`src/rtl/seg_scroll_ctrl.sv`:
```
// Scroll controller for the 8-digit seven-segment display: holds a 16-entry hex
// message and rewrites all 8 digits per frame, sliding a circular window between frames.
module seg_scroll_ctrl #(
   parameter int TICK_DIV = 50_000_000,
   parameter int CW       = 26
) (
   input  logic       CLK,
   input  logic       rst,
   input  logic       load_en,
   input  logic [3:0] load_addr,
   input  logic [3:0] load_data,
   input  logic       start,
   input  logic       stop,
   input  logic       dir,
   output logic       wr,
   output logic [2:0] sel,
   output logic [3:0] num,
   output logic       busy,
   output logic       frame_done,
   output logic [3:0] offset
);

   typedef enum logic [1:0] {S_IDLE, S_WRITE, S_WAIT} state_t;

   localparam logic [CW-1:0] TICK_LOAD = CW'(TICK_DIV);
   localparam logic [CW-1:0] TICK_LAST = CW'(1);

   state_t          state_q, state_d;
   logic [3:0]      buf_q [16];
   logic [3:0]      buf_d [16];
   logic            wr_q, wr_d;
   logic [2:0]      sel_q, sel_d;
   logic [3:0]      num_q, num_d;
   logic            frame_done_q, frame_done_d;
   logic [3:0]      offset_q, offset_d;
   logic [CW-1:0]   tick_q, tick_d;
   logic            pend_q, pend_d;
   logic [2:0]      sel_nxt;
   logic [3:0]      rd_idx;

   // Reads use buf_q, so a frame digit fetched on the same edge as a write sees the old value.
   always_comb begin
      buf_d = buf_q;
      if (load_en) begin
         buf_d[load_addr] = load_data;
      end
   end

   always_comb begin
      state_d      = state_q;
      wr_d         = 1'b0;
      sel_d        = sel_q;
      num_d        = num_q;
      frame_done_d = 1'b0;
      offset_d     = offset_q;
      tick_d       = tick_q;
      pend_d       = pend_q;
      sel_nxt      = sel_q + 3'd1;
      rd_idx       = offset_q + {1'b0, sel_nxt};

      case (state_q)
         S_IDLE: begin
            if (start && !stop) begin
               state_d = S_WRITE;
               wr_d    = 1'b1;
               sel_d   = 3'd0;
               num_d   = buf_q[offset_q];
            end
         end
         S_WRITE: begin
            pend_d = pend_q | stop;
            if (sel_q == 3'd7) begin
               state_d      = S_WAIT;
               frame_done_d = 1'b1;
               tick_d       = TICK_LOAD;
            end else begin
               wr_d  = 1'b1;
               sel_d = sel_nxt;
               num_d = buf_q[rd_idx];
            end
         end
         S_WAIT: begin
            pend_d = pend_q | stop;
            if (tick_q == TICK_LAST) begin
               // A stop seen on the final wait cycle still ends scrolling here.
               if (pend_d) begin
                  state_d = S_IDLE;
                  pend_d  = 1'b0;
               end else begin
                  offset_d = dir ? (offset_q - 4'd1) : (offset_q + 4'd1);
                  state_d  = S_WRITE;
                  wr_d     = 1'b1;
                  sel_d    = 3'd0;
                  num_d    = buf_q[offset_d];
               end
            end else begin
               tick_d = tick_q - TICK_LAST;
            end
         end
         default: state_d = S_IDLE;
      endcase
   end

   always_ff @(posedge CLK or negedge rst) begin
      if (!rst) begin
         state_q      <= S_IDLE;
         wr_q         <= 1'b0;
         sel_q        <= 3'd0;
         num_q        <= 4'd0;
         frame_done_q <= 1'b0;
         offset_q     <= 4'd0;
         tick_q       <= '0;
         pend_q       <= 1'b0;
         for (int i = 0; i < 16; i++) begin
            buf_q[i] <= 4'd0;
         end
      end else begin
         state_q      <= state_d;
         wr_q         <= wr_d;
         sel_q        <= sel_d;
         num_q        <= num_d;
         frame_done_q <= frame_done_d;
         offset_q     <= offset_d;
         tick_q       <= tick_d;
         pend_q       <= pend_d;
         for (int i = 0; i < 16; i++) begin
            buf_q[i] <= buf_d[i];
         end
      end
   end

   assign wr         = wr_q;
   assign sel        = sel_q;
   assign num        = num_q;
   assign frame_done = frame_done_q;
   assign offset     = offset_q;
   assign busy       = (state_q != S_IDLE);

endmodule

```
`config.mk`:
```
export PLATFORM = sky130hd
export DESIGN_NAME = seg_scroll_ctrl
export DESIGN_NICKNAME = d
export VERILOG_FILES = /design/src/rtl/seg_scroll_ctrl.sv
export SDC_FILE = /design/constraint.sdc
export NUM_CORES = 1
export LEC_CHECK = 0
export CORE_MARGIN = 5
export CORE_UTILIZATION = 50
export DETAILED_ROUTE_END_ITERATION = 10
export GPL_ROUTABILITY_DRIVEN = 0
export PLACE_DENSITY_LB_ADDON = 0.3
export SLEW_MARGIN = 15
export SYNTH_ARGS = -nofsm -noshare
export SYNTH_HDL_FRONTEND = slang
export SYNTH_SLANG_ARGS = --single-unit
export TNS_END_PERCENT = 30
```
`constraint.sdc`:
```
create_clock -name CLK -period 5.8 [get_ports CLK]
set_clock_uncertainty 0.15 [all_clocks]
set_input_delay 1.16 -clock CLK [delete_from_list [all_inputs] [get_ports CLK]]
set_output_delay 1.16 -clock CLK [all_outputs]
set_load 0.02 [all_outputs]
```
==> impl_metrics.json, run 1 <==
{
  "avgRoutedWirePerCell_um": 21.6,
  "syn_inst": 516,
  "tightest_slew_ns": 1.04,
  "ir_drop_mv": 0.202,
  "cts_root_buf": "clkbuf_16",
  "tritoncts": "yes",
  "p_per_area_nw_per_um2": 275,
  "hold_class": "reg -> reg",
  "post_cts_resized": 0,
  "crit_type": "in -> reg",
  "report.final.slew_viol_count": 0,
  "ys_types": 53,
  "cts_buffers": 9,
  "diodes": 0,
  "synth_seq_area_share_pct": 41.7,
  "grt_usage_pct": 21.7,
  "clkPwrFrac_pct": 32.3,
  "wirelength_um": 15300,
  "status": "complete, no violations",
  "finalCritPeriodShare_pct": 72.5,
  "grt_max_degree": 59,
  "floorplan.initialDensity_pct": 50.6,
  "start_kind": "input pin",
  "postRouteAntennaNets": 0,
  "synth_edf_count": 0,
  "route.detailed.drc": 0,
  "power_frac_comb_pct": 17.7,
  "clock_latency_ns": 0.36,
  "nFillCells": 1059,
  "ys_warn_count": 0,
  "critPathCaptureType": "flop",
  "crit_start": "dir",
  "die_w_um": 123,
  "report.final.setup_viol": 0,
  "grt_first_pass_wirelength_um": 25200,
  "slowest_stage": "fa_1",
  "dieHeight_um": 123,
  "hpwl_um": 11000,
  "synth_nets": 545,
  "p_leak_nw": 2.79,
  "stdcell_area_um2": 7080,
  "htreeDepth": 3,
  "power.total_mw": 1.95,
  "synth.avg_cell_area_um2": 12.3,
  "synthArstFlopShare_pct": 100,
  "post-synth-top-count-cell": "dfrtp_1",
  "fin_util_pct": 56.3,
  "avgViaCountPerCell": 6.35,
  "timing.rr.start": "offset[1]",
  "worstRegToRegCells": 7,
  "worst_ep_required_time_ns": 5.91,
  "drtIter0Drc": 504,
  "rsz0062_at_grt": "no",
  "clk_pin_slew_ns": 0.08,
  "synth.area.top_cells": "dfrtp_1, mux4_2, mux2_2, ha_1, nand2_1",
  "post_dp_cell_area_um2": 6770,
  "area_growth_pct": 11.2,
  "gr-total-overflow": 0,
  "fin_setup_tns_ns": 0,
  "antenna_found_initial": 0,
  "dr.pass1.iters": 5,
  "synthFlopType": "dfrtp_1",
  "post-route-min-period_ns": 4.21,
  "cp_cell_sequence": "clkdlybuf4s50_1 -> fa_1 -> mux4_2 -> mux2_2 -> o211ai_1 -> o31a_1 -> o2111ai_1 -> a22o_1",
  "switching_share_pct": 27.1,
  "synth_area_leader_cell": "dfrtp_1",
  "yosys.area.top_type_share_pct": 41.7,
  "max-clock-path-buffers": 2,
  "switchingPower_mw": 0.528,
  "design.die.area_um2": 15100,
  "critical_path.max_stage_delay_ns": 1.12,
  "seqPwrFrac_pct": 50.0,
  "post_cts_buffers": 0,
  "path_max_fanout": 15,
  "grt_pass1_vias": 4527,
  "synth-seq-cells": 106,
  "core_area_um2": 12600,
  "ios": 28,
  "dr_total_vias": 4502,
  "max_slew_margin_pct": 30.1,
  "finalHoldViolations": 0,
  "yosys-top-cells-count": "dfrtp_1, mux2_2, mux4_2, nand2_1, nor2_1",
  "synth_area_um2": 6360,
  "max_freq_ghz": 0.238,
  "finalNetCount": 561,
  "p_int_mw": 1.42,
  "cts_sinks": 106,
  "rows": 41,
  "hold_buffers": 0,
  "max_cap_viol_count": 0,
  "hold_path_depth": 2,
  "io_buffers": 27,
  "cp.arrival_ns": 4.31,
  "worstHoldStart": "num[3]",
  "drive_above_1_share_pct": 28.9
}
==> cell usage in the layout (no fill, tap or decap), types with 6 or more instances in the layout <==
cell type / synthesis / layout
xor2_1: 10 / 10
mux4_2: 43 / 43
ha_1: 13 / 13
a21oi_1: 18 / 18
mux2i_1: 12 / 12
nand2_1: 38 / 38
xnor2_1: 14 / 13
nand2b_1: 7 / 7
nor3_1: 6 / 6
clkbuf_16: 0 / 9
dfrtp_1: 106 / 106
nor4_1: 6 / 6
nor2_1: 30 / 30
a22o_1: 7 / 7
mux2_2: 80 / 80
inv_1: 13 / 13
clkdlybuf4s50_1: 0 / 26
o21ai_0: 10 / 10
==> path summary, 6_finish.rpt <==
check / end / slack (ns)
max in group asynchronous: buf_q[57] / 3.66
min in group asynchronous: tick_q[12] / 0.71
worst max register to register: num[2] / 1.95
worst min register to register: num[3] / 0.37
worst max-delay path: num[2] / 1.59
worst min-delay path: num[3] / 0.37
==> registers in the layout, indices dropped and copies added, names as in the netlist <==
signal	flops
buf_q	64
frame_done	1
num	4
offset	4
pend_q	1
sel	3
state_q	2
tick_q	26
wr	1
==> power groups by stage <==
| stage | clock network, mW | logic (mW) | registers, mW |
|---|---|---|---|
| global placement | 0 | 0.333 | 0.972 |
| CTS | 0.639 | 0.344 | 0.967 |
| floorplan | 0 | 0.269 | 0.924 |
| global route | 0.667 | 0.371 | 0.986 |
| detailed placement | 0 | 0.342 | 0.982 |
| finish | 0.628 | 0.345 | 0.973 |
==> area by class of cell <==
type / count / area [µm²] / share of cell area [%]
Tap cell: 172 / 215 / 3.04
Multi-Input combinational cell: 371 / 3560 / 50.3
Timing Repair Buffer: 31 / 298 / 4.21
Inverter: 13 / 48.8 / 0.690
Sequential cell: 106 / 2650 / 37.5
Clock buffer: 10 / 239 / 3.38
Clock inverter: 6 / 63.8 / 0.902
==> metrics by stage <==
step	std cells	setup slack [ns]	hold slack, ns
4_1_cts	709	1.63	0.372
6_report	709	1.59	0.371
3_5_place_dp	693	1.26	0.356
3_3_place_gp	693	1.33	0.348
2_1_floorplan	516	2.01	0.333
5_1_grt	709	1.42	0.391
==> critical path, delay by kind of cell <==
kind            cells  cell delay (ns)
mux                 2             0.88
buf+inv             1             0.51
fa+ha+maj           1             1.12
compound gates      4             0.65
==> cells by family (layout without fill, tap and decap cells) <==
kind of cell	after synthesis	count (layout)	share of synthesized area, %
mux	135	135	31.3
simple gates	125	125	10.0
flops	106	106	41.7
compound gates	72	72	8.02
buf+inv	39	60	2.50
xor+xnor	24	24	3.30
fa+ha+maj	15	15	3.19
==> metal layers <==
metal / share of wire [%] / routed length, µm / GRT usage, %
met1: 42 / 6460 / 30.0
met2: 48 / 7350 / 34.7
met3: 7.4 / 1130 / 4.38
met4: 2.3 / 357 / 6.86
met5: 0 / 0 / 0
No activity file was read; power rests on OpenSTA's default activity.
==> inputs of run 2 (changes only) <==
- clock period: 5.8 -> 3.7 ns (I/O delays scaled with it)
==> run 2 against run 1 <==
Cell count grew 0.85%. Register-to-register slack got worse by 1.4 ns. Cell area up 0.97%. Critical path depth unchanged. Count of clock-buffer cells in the layout is the same. Global-route usage grew 0.10 points. Sequential power grew 57%. Wire length increased by 0.12%. Flip-flop and latch count did not move. Worst hold slack got worse by 0.14 ns. Critical endpoint is now num[3]. Highest routed layer unchanged.
==> impl_metrics.json, run 2 (synthesis gave the netlist of run 1 again) <==
{
  "final_cell_mix": "dfrtp_1, mux2_2, mux4_2",
  "switching_share_pct": 27.5,
  "max_slew_margin_pct": 35.5,
  "max_freq_ghz": 0.303,
  "report.final.setup_viol": 0,
  "hold_buffers": 0,
  "start_kind": "input pin",
  "floorplan.initialDensity_pct": 50.6,
  "path_max_fanout": 9,
  "grt_max_degree": 62,
  "cts_buffers": 9,
  "p_leak_nw": 2.83,
  "p_int_mw": 2.22,
  "clk_pin_slew_ns": 0.07,
  "grt_usage_pct": 21.8,
  "route.detailed.drc": 0,
  "critPathCaptureType": "flop",
  "report.final.slew_viol_count": 0,
  "design.die.area_um2": 15100,
  "worstRegToRegCells": 9,
  "dr_total_vias": 4593,
  "seqPwrFrac_pct": 49.9,
  "cts_root_buf": "clkbuf_16",
  "rsz0062_at_grt": "no",
  "post-route-min-period_ns": 3.30,
  "clkPwrFrac_pct": 32.4,
  "power_frac_comb_pct": 17.8,
  "grt_pass1_vias": 4772,
  "io_buffers": 27,
  "top_register": "buf_q",
  "ir_drop_mv": 0.384,
  "crit_type": "in -> reg",
  "stdcell_area_um2": 7150,
  "drtIter0Drc": 427,
  "post_cts_resized": 0,
  "setup_ws_ns": 0.397,
  "post_dp_cell_area_um2": 6840,
  "worst_ep_required_time_ns": 3.78,
  "die_w_um": 123,
  "htreeDepth": 3,
  "max-clock-path-buffers": 2,
  "drive_above_1_share_pct": 29.5,
  "dieHeight_um": 123,
  "rows": 41,
  "dr.pass1.iters": 5,
  "timing.hold.ws_ns": 0.235,
  "finalNetCount": 567,
  "hpwl_um": 11100,
  "finalCritPeriodShare_pct": 89.3,
  "cp.arrival_ns": 3.39,
  "core_area_um2": 12600,
  "diodes": 0,
  "cts_sinks": 106,
  "post_cts_buffers": 0,
  "avgRoutedWirePerCell_um": 21.4,
  "p_per_area_nw_per_um2": 428,
  "wirelength_um": 15300,
  "antenna_found_initial": 0,
  "postRouteAntennaNets": 0,
  "tightest_slew_ns": 0.964,
  "avgViaCountPerCell": 6.42,
  "grt_first_pass_wirelength_um": 25000,
  "switchingPower_mw": 0.841,
  "gr-total-overflow": 0,
  "largest_reg_flops": 64,
  "pre_cts_slack_ns": -0.0142,
  "final_common_cell": "dfrtp_1",
  "finalHoldViolations": 0,
  "tritoncts": "yes",
  "area_growth_pct": 12.3,
  "ios": 28,
  "status": "complete, no violations",
  "max_cap_viol_count": 0,
  "nFillCells": 1065,
  "largest_registers": "buf_q x64, tick_q x26",
  "hold_class": "in -> async",
  "clock_latency_ns": 0.36
}
run 2: stage by stage:
| step | cells | setup TNS (ns) | power (mW) | util, % |
|---|---|---|---|---|
| finish | 715 | 0 | 3.06 | 56.9 |
| CTS | 715 | 0 | 3.07 | 56.9 |
| global route | 715 | 0 | 3.18 | 56.9 |
| global placement | 699 | 0 | 2.05 | 54.5 |
| floorplan | 516 | 0 | 1.87 | - |
| detailed placement | 699 | -0.0142 | 2.08 | 54.5 |
run 2: area by class of cell:
type | instances | area (µm²) | share of cell area [%]
clock inverters | 6 | 72.6 | 1.02
multi-input cells | 371 | 3560 | 49.8
repair buffers | 37 | 368 | 5.15
inverters | 13 | 48.8 | 0.683
clock buffers | 10 | 229 | 3.20
well taps | 172 | 215 | 3.01
flip-flops and latches | 106 | 2650 | 37.1
run 2: worst paths after layout:
check,start,end,slack (ns)
worst max-delay path,dir,num[3],0.40
worst min register to register,num[3],num[3],0.37
worst max register to register,sel[0],num[0],0.53
max in group asynchronous,rst,buf_q[33],2.41
worst min-delay path,rst,tick_q[11],0.24
min in group CLK,num[3],num[3],0.37
run 2: critical path, stage by stage:
cell	delay, ns
clkdlybuf4s50_1	0.44
fa_1	0.80
buf_4	0.27
mux4_2	0.52
mux2i_1	0.14
mux2i_1	0.08
a211oi_1	0.30
o31ai_2	0.08
run 2: power groups by stage:
| stage | combinational (mW) | clock, mW | sequential, mW |
|---|---|---|---|
| 3_5_place_dp | 0.544 | 0 | 1.54 |
| 2_1_floorplan | 0.422 | 0 | 1.45 |
| 4_1_cts | 0.546 | 1.01 | 1.51 |
| 3_3_place_gp | 0.529 | 0 | 1.53 |
| 6_report | 0.543 | 0.990 | 1.53 |
| 5_1_grt | 0.588 | 1.05 | 1.54 |
run 2: layer usage:
| metal | wire length, µm | up-vias | global-route usage [%] |
|---|---|---|---|
| li1 | - | 2002 | - |
| met1 | 6420 | 2360 | 28.2 |
| met2 | 7290 | 197 | 34.5 |
| met3 | 1180 | 34 | 6.08 |
| met4 | 431 | 0 | 9.31 |
| met5 | 0 | - | 0 |
==> inputs of run 3 (changes only) <==
- DONT_BUFFER_PORTS: unset -> 1
==> run 3 against run 2 <==
Via count decreased by 2.2%. Sequential power about the same. Worst setup slack improved by 0.064 ns. First-iteration DRC count decreased by 10%. Cell count decreased by 3.6%. Global-route usage increased by 0.36 points. Critical path depth increased by 1. Cell area decreased by 3.6%.
==> impl_metrics.json, run 3 (synthesis gave the netlist of run 1 again) <==
{
  "status": "complete, no violations",
  "nFillCells": 1066,
  "p_leak_nw": 2.73,
  "max-clock-path-buffers": 2,
  "drive_above_1_share_pct": 31.3,
  "critPathCaptureType": "flop",
  "rrSetupSlack_ns": 0.46,
  "hold_class": "in -> async",
  "p_per_area_nw_per_um2": 432,
  "top_register": "buf_q",
  "hold_buffers": 1,
  "ir_drop_mv": 0.301,
  "grt_max_degree": 107,
  "hpwl_um": 11200,
  "core_area_um2": 12600,
  "postRouteAntennaNets": 0,
  "floorplan.initialDensity_pct": 50.6,
  "grt_pass1_vias": 4587,
  "ios": 28,
  "report.final.slew_viol_count": 0,
  "report.final.setup_viol": 0,
  "crit_type": "reg -> reg",
  "max_freq_ghz": 0.309,
  "slowest_stage": "fa_1",
  "fin_util_pct": 54.8,
  "area_growth_pct": 8.24,
  "cts_buffers": 9,
  "post_cts_resized": 0,
  "grt_first_pass_wirelength_um": 25300,
  "clock_latency_ns": 0.36,
  "grt_usage_pct": 22.2,
  "post-route-min-period_ns": 3.24,
  "htreeDepth": 3,
  "dieHeight_um": 123,
  "dr_total_vias": 4490,
  "post_cts_buffers": 0,
  "diodes": 0,
  "largest_reg_flops": 64,
  "gr-total-overflow": 0,
  "clk_pin_slew_ns": 0.08,
  "final_cell_mix": "dfrtp_1, mux2_2, mux4_2",
  "cts_root_buf": "clkbuf_16",
  "largest_registers": "buf_q x64, tick_q x26",
  "avgRoutedWirePerCell_um": 22.4,
  "max_slew_margin_pct": 52.4,
  "power.total_mw": 2.98,
  "design.die.area_um2": 15100,
  "path_delay_family": "adder cells",
  "fin_setup_tns_ns": 0,
  "drtIter0Drc": 383,
  "rows": 41,
  "path_max_fanout": 9,
  "cts_sinks": 106,
  "cp.arrival_ns": 3.35,
  "critical_path.max_stage_delay_ns": 0.86,
  "antenna_found_initial": 0,
  "max_cap_viol_count": 0,
  "start_kind": "flop",
  "final_common_cell": "dfrtp_1",
  "finalNetCount": 541,
  "tightest_slew_ns": 0.714,
  "route.detailed.drc": 0,
  "io_buffers": 0,
  "rsz0062_at_grt": "no",
  "cp_cell_sequence": "ha_1 -> inv_1 -> fa_1 -> buf_4 -> mux4_2 -> nand2_1 -> mux2_2 -> o2111ai_1 -> a22o_1",
  "avgViaCountPerCell": 6.52,
  "tritoncts": "yes",
  "worst_ep_required_time_ns": 3.81,
  "wirelength_um": 15400,
  "die_w_um": 123,
  "finalCritPeriodShare_pct": 87.5,
  "dr.pass1.iters": 5,
  "finalHoldViolations": 0,
  "path_buf_inv": 2
}
-- run 3: final timing paths --
kind,startpoint,end,cells after the start
worst max-delay path,sel[0],num[2],9
worst min-delay path,rst,tick_q[12],1
worst max register to register,sel[0],num[2],9
worst min register to register,tick_q[15],tick_q[15],2
max in group asynchronous,rst,offset[0],1
min in group CLK,load_data[2],buf_q[34],1
-- run 3: through the flow --
step / setup slack (ns) / hold WS (ns) / area (µm²) / cells
after floorplan: 0.0523 / 0.294 / 6360 / 516
after global placement: 0.348 / 0.298 / 6570 / 672
after detailed placement: 0.235 / 0.298 / 6570 / 672
after CTS: 0.465 / 0.185 / 6890 / 689
after global routing: 0.325 / 0.208 / 6890 / 689
final: 0.461 / 0.132 / 6890 / 689
-- run 3: routing by layer --
metal	wire, µm	GRT usage [%]	vias to the layer above
li1	-	-	1939
met1	6110	27.9	2304
met2	7320	34.8	197
met3	1330	7.56	50
met4	650	9.73	0
met5	0	0	-
-- run 3: where the power goes --
group / total [mW] / leakage (nW) / switching [mW] / internal [mW]
combinational: 0.505 / 1.33 / 0.163 / 0.342
clock: 0.944 / 0.142 / 0.468 / 0.475
sequential: 1.53 / 1.26 / 0.205 / 1.32
total: 2.98 / 2.73 / 0.836 / 2.14
-- run 3: area by class of cell --
class	instances	area [µm²]	share of cell area, %
Multi-Input combinational cell	371	3560	51.7
Clock buffer	9	225	3.27
Clock inverter	7	70.1	1.02
Sequential cell	106	2650	38.5
Tap cell	172	215	3.12
Inverter	13	48.8	0.708
Timing Repair Buffer	11	115	1.67
-- run 3: worst register-to-register path, cell delays in order (launching register included) --
cell       delay, ns
dfrtp_1         0.49
ha_1            0.36
inv_1           0.08
fa_1            0.87
buf_4           0.30
mux4_2          0.33
nand2_1         0.08
mux2_2          0.15
o2111ai_1       0.12
a22o_1          0.22
